**config.mk**
```make
export PLATFORM = sky130hd
export DESIGN_NAME = memory_row_ctrl
export DESIGN_NICKNAME = d
export VERILOG_FILES = /design/src/rtl/memory_row_ctrl.sv
export SDC_FILE = /design/constraint.sdc
export NUM_CORES = 1
export LEC_CHECK = 0
export CAP_MARGIN = 20
export CORE_ASPECT_RATIO = 0.7
export CORE_MARGIN = 2
export CORE_UTILIZATION = 39
export CTS_BUF_LIST = sky130_fd_sc_hd__clkbuf_16
export DETAILED_ROUTE_END_ITERATION = 8
export PLACE_DENSITY = 0.76
export SLEW_MARGIN = 5
export SYNTH_ARGS = -nofsm -noshare
export SYNTH_HDL_FRONTEND = slang
export SYNTH_SLANG_ARGS = --single-unit
```
**constraint.sdc**
```tcl
create_clock -name clk -period 1.7 [get_ports clk]
set_clock_uncertainty 0.15 [all_clocks]
set_input_delay 0.34 -clock clk [delete_from_list [all_inputs] [get_ports clk]]
set_output_delay 0.34 -clock clk [all_outputs]
set_load 0.1 [all_outputs]
```
**src/rtl/memory_row_ctrl.sv**
```systemverilog
// memory_row_ctrl: sequences S/op/data lines of a latch-style memory row array for single-word host requests.
// Latency: acceptance edge to rsp_valid is 4 cycles (writes take 7 when MEMCTRL_READBACK_VERIFY_EN is defined).
// Backpressure: one request in flight; req_ready low until the response is taken; rsp_* hold while rsp_ready is low.
module memory_row_ctrl #(
    parameter int ROWS   = 4,
    parameter int WIDTH  = 8,
    parameter int ADDR_W = 2
) (
    input  logic                  clk,
    input  logic                  rst_n,
    input  logic                  req_valid,
    output logic                  req_ready,
    input  logic                  req_write,
    input  logic [ADDR_W-1:0]     req_addr,
    input  logic [WIDTH-1:0]      req_wdata,
    output logic                  rsp_valid,
    input  logic                  rsp_ready,
    output logic [WIDTH-1:0]      rsp_rdata,
    output logic                  rsp_err,
    output logic [ROWS-1:0]       row_sel,
    output logic                  row_op,
    output logic [WIDTH-1:0]      row_din,
    input  logic [ROWS*WIDTH-1:0] row_dout_all
);

    // Row lines are registered from the current state, so they trail the state by one cycle.
    // That lag keeps data ahead of select and select ahead of any op change.
    typedef enum logic [3:0] {
        ST_IDLE,
        ST_SETUP,
        ST_STROBE,
        ST_RELEASE,
        ST_CAPTURE,
        ST_RESP
`ifdef MEMCTRL_READBACK_VERIFY_EN
        , ST_VSETUP,
        ST_VSTROBE,
        ST_VCAPTURE
`endif
    } state_t;

    state_t              state_q, state_d;
    logic                write_q, write_d;
    logic [ADDR_W-1:0]   addr_q, addr_d;
    logic [WIDTH-1:0]    wdata_q, wdata_d;
    logic                req_ready_q, req_ready_d;
    logic                rsp_valid_q, rsp_valid_d;
    logic [WIDTH-1:0]    rsp_rdata_q, rsp_rdata_d;
    logic                rsp_err_q, rsp_err_d;
    logic [ROWS-1:0]     row_sel_q, row_sel_d;
    logic                row_op_q, row_op_d;
    logic [WIDTH-1:0]    row_din_q, row_din_d;

    logic [ROWS-1:0]     sel_onehot;
    logic [WIDTH-1:0]    row_rdata;
    logic                in_range;

    // Decode the latched address: one-hot select and the addressed row's data (both zero when out of range).
    always_comb begin
        sel_onehot = '0;
        row_rdata  = '0;
        for (int r = 0; r < ROWS; r++) begin
            if (32'(addr_q) == 32'(r)) begin
                sel_onehot[r] = 1'b1;
                row_rdata     = row_dout_all[r*WIDTH +: WIDTH];
            end
        end
        in_range = |sel_onehot;
    end

    // Next-state logic and request latching.
    always_comb begin
        state_d = state_q;
        write_d = write_q;
        addr_d  = addr_q;
        wdata_d = wdata_q;
        case (state_q)
            ST_IDLE: begin
                if (req_valid && req_ready_q) begin
                    write_d = req_write;
                    addr_d  = req_addr;
                    wdata_d = req_wdata;
                    state_d = ST_SETUP;
                end
            end
            ST_SETUP:   state_d = ST_STROBE;
            ST_STROBE:  state_d = write_q ? ST_RELEASE : ST_CAPTURE;
`ifdef MEMCTRL_READBACK_VERIFY_EN
            ST_RELEASE: state_d = ST_VSETUP;
`else
            ST_RELEASE: state_d = ST_RESP;
`endif
            ST_CAPTURE: state_d = ST_RESP;
            ST_RESP: begin
                if (rsp_valid_q && rsp_ready) begin
                    state_d = ST_IDLE;
                end
            end
`ifdef MEMCTRL_READBACK_VERIFY_EN
            ST_VSETUP:   state_d = ST_VSTROBE;
            ST_VSTROBE:  state_d = ST_VCAPTURE;
            ST_VCAPTURE: state_d = ST_RESP;
`endif
            default:    state_d = ST_IDLE;
        endcase
    end

    // Registered outputs: row lines from the current state, response captured on entry to the valid phase.
    always_comb begin
        row_sel_d   = '0;
        row_op_d    = 1'b0;
        row_din_d   = row_din_q;
        rsp_valid_d = rsp_valid_q;
        rsp_rdata_d = rsp_rdata_q;
        rsp_err_d   = rsp_err_q;
        req_ready_d = (state_d == ST_IDLE);
        case (state_q)
            ST_SETUP: begin
                row_op_d = write_q;
                if (write_q) begin
                    row_din_d = wdata_q;
                end
            end
            ST_STROBE: begin
                row_sel_d = sel_onehot;
                row_op_d  = write_q;
            end
            ST_RELEASE: row_op_d  = 1'b1;
            ST_CAPTURE: row_sel_d = sel_onehot;
            ST_RESP: begin
                if (!rsp_valid_q) begin
                    // Row select is still asserted this cycle, so row data is sampled here.
                    rsp_valid_d = 1'b1;
`ifdef MEMCTRL_READBACK_VERIFY_EN
                    rsp_rdata_d = row_rdata;
                    rsp_err_d   = !in_range || (write_q && (row_rdata != wdata_q));
`else
                    rsp_rdata_d = write_q ? '0 : row_rdata;
                    rsp_err_d   = !in_range;
`endif
                end else if (rsp_ready) begin
                    rsp_valid_d = 1'b0;
                end
            end
`ifdef MEMCTRL_READBACK_VERIFY_EN
            ST_VSTROBE:  row_sel_d = sel_onehot;
            ST_VCAPTURE: row_sel_d = sel_onehot;
`endif
            default: ;
        endcase
    end

    // State and output registers; reset drops row select and op immediately.
    always_ff @(posedge clk or negedge rst_n) begin
        if (!rst_n) begin
            state_q     <= ST_IDLE;
            write_q     <= 1'b0;
            addr_q      <= '0;
            wdata_q     <= '0;
            req_ready_q <= 1'b1;
            rsp_valid_q <= 1'b0;
            rsp_rdata_q <= '0;
            rsp_err_q   <= 1'b0;
            row_sel_q   <= '0;
            row_op_q    <= 1'b0;
            row_din_q   <= '0;
        end else begin
            state_q     <= state_d;
            write_q     <= write_d;
            addr_q      <= addr_d;
            wdata_q     <= wdata_d;
            req_ready_q <= req_ready_d;
            rsp_valid_q <= rsp_valid_d;
            rsp_rdata_q <= rsp_rdata_d;
            rsp_err_q   <= rsp_err_d;
            row_sel_q   <= row_sel_d;
            row_op_q    <= row_op_d;
            row_din_q   <= row_din_d;
        end
    end

    assign req_ready = req_ready_q;
    assign rsp_valid = rsp_valid_q;
    assign rsp_rdata = rsp_rdata_q;
    assign rsp_err   = rsp_err_q;
    assign row_sel   = row_sel_q;
    assign row_op    = row_op_q;
    assign row_din   = row_din_q;

endmodule

```
==> results.cfg <==
[status]
status = completed

[critical_path]
crit_arrival_ns = 1.71
start_kind = flip-flop
critPathCaptureType = flip-flop
cpMaxStageDelayCell = or4_4
cp_max_fo = 8
cp_slowest_stage_delay_ns = 0.60
worstSetupPathType = flip-flop to flip-flop
crit_chain = nand2_2 > or4_4 > mux2_4
cp.required_ns = 1.71

[layout]
most-common-layout-cells = clkdlybuf4s50_1, dfrtp_1, buf_12
diodes = 0
multiInputGateArea_sq_um = 732
regArea_sq_um = 987
drive_gt1_share_pct = 39.4
utilization_pct = 68.5
fill_cells = 315
syn2layout_area_growth_pct = 69.0
fin_nets = 249
final_common_cell = clkdlybuf4s50_1
final_area_sq_um = 2980

[synth]
synthesis.instances = 120
synth_mux_area_share_pct = 25.2
avgSynthCellArea_sq_um = 14.7
synth_cell_types = 34
ys_ff_latch = 39
synthAdderAreaFrac_pct = 0
synthSimpleGateAreaFrac_pct = 8.43
synth-compound-area-share_pct = 7.23
synth_top_family_by_area = multiplexers
yosysSeqAreaShare_pct = 55.4
yosys_warnings = 0
synth_xor_area_share_pct = 0
syn_nets = 167
synth_area_sq_um = 1770

[floorplanning]
die_area_sq_um = 5090
die_w_um = 84.4
initial_core_util_pct = 40.5
fp.dieH_um = 60.3
rows = 20
core-area_sq_um = 4350
num_io_pins = 71

[global_route]
grt_pass1_vias = 1515
grt_pass1_wl_mm = 7.55
overflow = 0
grt_antenna_before_repair = 0
grt_max_degree = 18
grt_usage_pct = 19.6

[place]
placed_cell_area_sq_um = 2830
dp_hpwl_mm = 3.55
io_buffers = 70
gp_congestion = 0.835

[route]
via_per_inst = 5.17
drc_errors = 0
ant_nets = 0
wire_per_inst_um = 17.6
vias = 1334
drt_iter0_drc = 33
drt_pass1_iterations = 4
wirelength_mm = 4.54

[clock_tree]
cts_sinks = 39
cts_inserted_buffers = 5
cts_tree = done
clockBufferDepth = 2
cts_root_buffer = clkbuf_16
htree_levels = 2
clk_pin_slew_worst_paths_ns = 0.05
cts_setup_buffers = 0
clk_latency_ns = 0.27

[sta]
relSlewSlack_pct = 65.9
max_freq_mhz = 589
grt_setup_unrepaired = true
setup_viol = 0
post-route-min-period_ns = 1.70
final_hold_viol_count = 0
period_share_pct = 99.9
slew_violations = 0
worst_pin_slew_ns = 0.511

[pwr]
pwr-share-comb_pct = 57.6
power_switching_mw = 2.63
intPower_mw = 3.34
power_density_nw_per_um2 = 2000
pwr-share-clk_pct = 14.3
ir_drop_mv = 1.58
sequentialPowerShare_pct = 28.1
swShare_pct = 44.0
p_leak_nw = 1.29
p_total_mw = 5.97

[job]
cap_viol_max_count = 0

[worst_hold_path]
min_path_type = flip-flop to flip-flop
cells in the mapped netlist (all sizes together):
cell    instances  area share [%]
or2             1            0.35
o2111a          1            0.64
o21ai           2            0.57
dfrtp          38              54
a21boi          1            0.43
nor4b           1            0.85
nor2b           2            0.71
mux4            8              10
and2            1            0.35
nand3           1            0.28
a211oi          1            0.43
inv             1            0.21
mux2i           1            0.57
nor3b           2            0.85
nand4           1            0.35
nand2b          1            0.35
o31a            1            0.50
a22oi           1            0.43
or4             2             1.1
nor2            3            0.64
a22o            8             4.0
nor3            4             1.1
a21oi           1            0.28
and2b           1            0.43
buf             8             3.1
dfstp           1             1.5
clkbuf          1            0.21
mux2           20              14
nand2           5             1.1
conb            1            0.21
power by group through the flow:
stage | logic, mW | registers, mW | clock network, mW
final | 3.44 | 1.68 | 0.856
after global routing | 3.56 | 1.72 | 0.919
after CTS | 3.46 | 1.67 | 0.877
after detailed placement | 3.45 | 1.67 | 0
after global placement | 3.38 | 1.64 | 0
after floorplan | 0.900 | 2.88 | 0
repair_timing:
| action | CTS | global route |
|---|---|---|
| hold buffers | 1 | 0 |
| endpoints found under the setup margin | 0 | 8 |
| resized for setup | 0 | 3 |
| endpoints found under the hold margin | 14 | 0 |
metrics by stage:
stage | setup slack [ns] | cells | TNS [ns] | hold slack [ns]
6_report | 0.00125 | 258 | 0 | 0.347
4_1_cts | 0.0103 | 258 | 0 | 0.351
3_5_place_dp | -0.0456 | 249 | -0.0711 | 0.126
3_3_place_gp | 0.0165 | 249 | 0 | 0.112
5_1_grt | -0.0274 | 258 | -0.181 | 0.362
2_1_floorplan | -0.0548 | 120 | -0.821 | -0.106
critical path: cells and delay by family (launching register included):
| kind | cells | cell delay (ns) |
|---|---|---|
| DFF | 1 | 0.41 |
| muxes | 1 | 0.34 |
| and+or+nand+nor | 2 | 0.68 |
final timing paths:
path,startpoint,endpoint,slack [ns],depth (start not counted)
max,state_q[0]$_DFF_PN0_,row_din[3]$_DFFE_PN0P_,0.001,3
min,wdata_q[0]$_DFFE_PN0P_,row_din[0]$_DFFE_PN0P_,0.35,1
max reg2reg,state_q[0]$_DFF_PN0_,row_din[3]$_DFFE_PN0P_,0.001,3
min reg2reg,wdata_q[0]$_DFFE_PN0P_,row_din[0]$_DFFE_PN0P_,0.35,1
max in group asynchronous,rst_n,state_q[3]$_DFF_PN0_,0.52,3
min in group asynchronous,rst_n,row_sel[1]$_DFF_PN0_,0.37,2
metal layers:
metal / vias to the layer above / wire length (um) / GRT usage, %
met3: 8 / 199 / 5.25
met2: 39 / 2420 / 34.5
met4: 0 / 74 / 6.12
met5: - / 0 / 0
met1: 678 / 1840 / 24.3
li1: 609 / - / -
cell families (layout without fill, tap and decap cells):
| group | after synthesis | in the layout |
|---|---|---|
| AO/OA/AOI/OAI | 16 | 16 |
| buffers and inverters | 10 | 93 |
| flip-flops | 39 | 39 |
| multiplexers | 29 | 29 |
| other | 1 | 1 |
| AND/OR/NAND/NOR | 25 | 25 |
state kept, by name, summed over array words and instances, names as in the netlist:
name / count
req_ready: 1
row_sel: 4
wdata_q: 8
rsp_err: 1
rsp_rdata: 8
state_q: 4
addr_q: 2
row_op: 1
row_din: 8
write_q: 1
rsp_valid: 1
layout make-up:
cell class              instances  area share [%]
clock inverters                 3           0.377
inverters                       1           0.126
flip-flops and latches         39            33.1
repair buffers                 84            35.4
multi-input cells              71            24.5
well taps                      55            2.31
clock buffers                   5            4.19
Note: power is estimated with default switching activity, not from simulation.
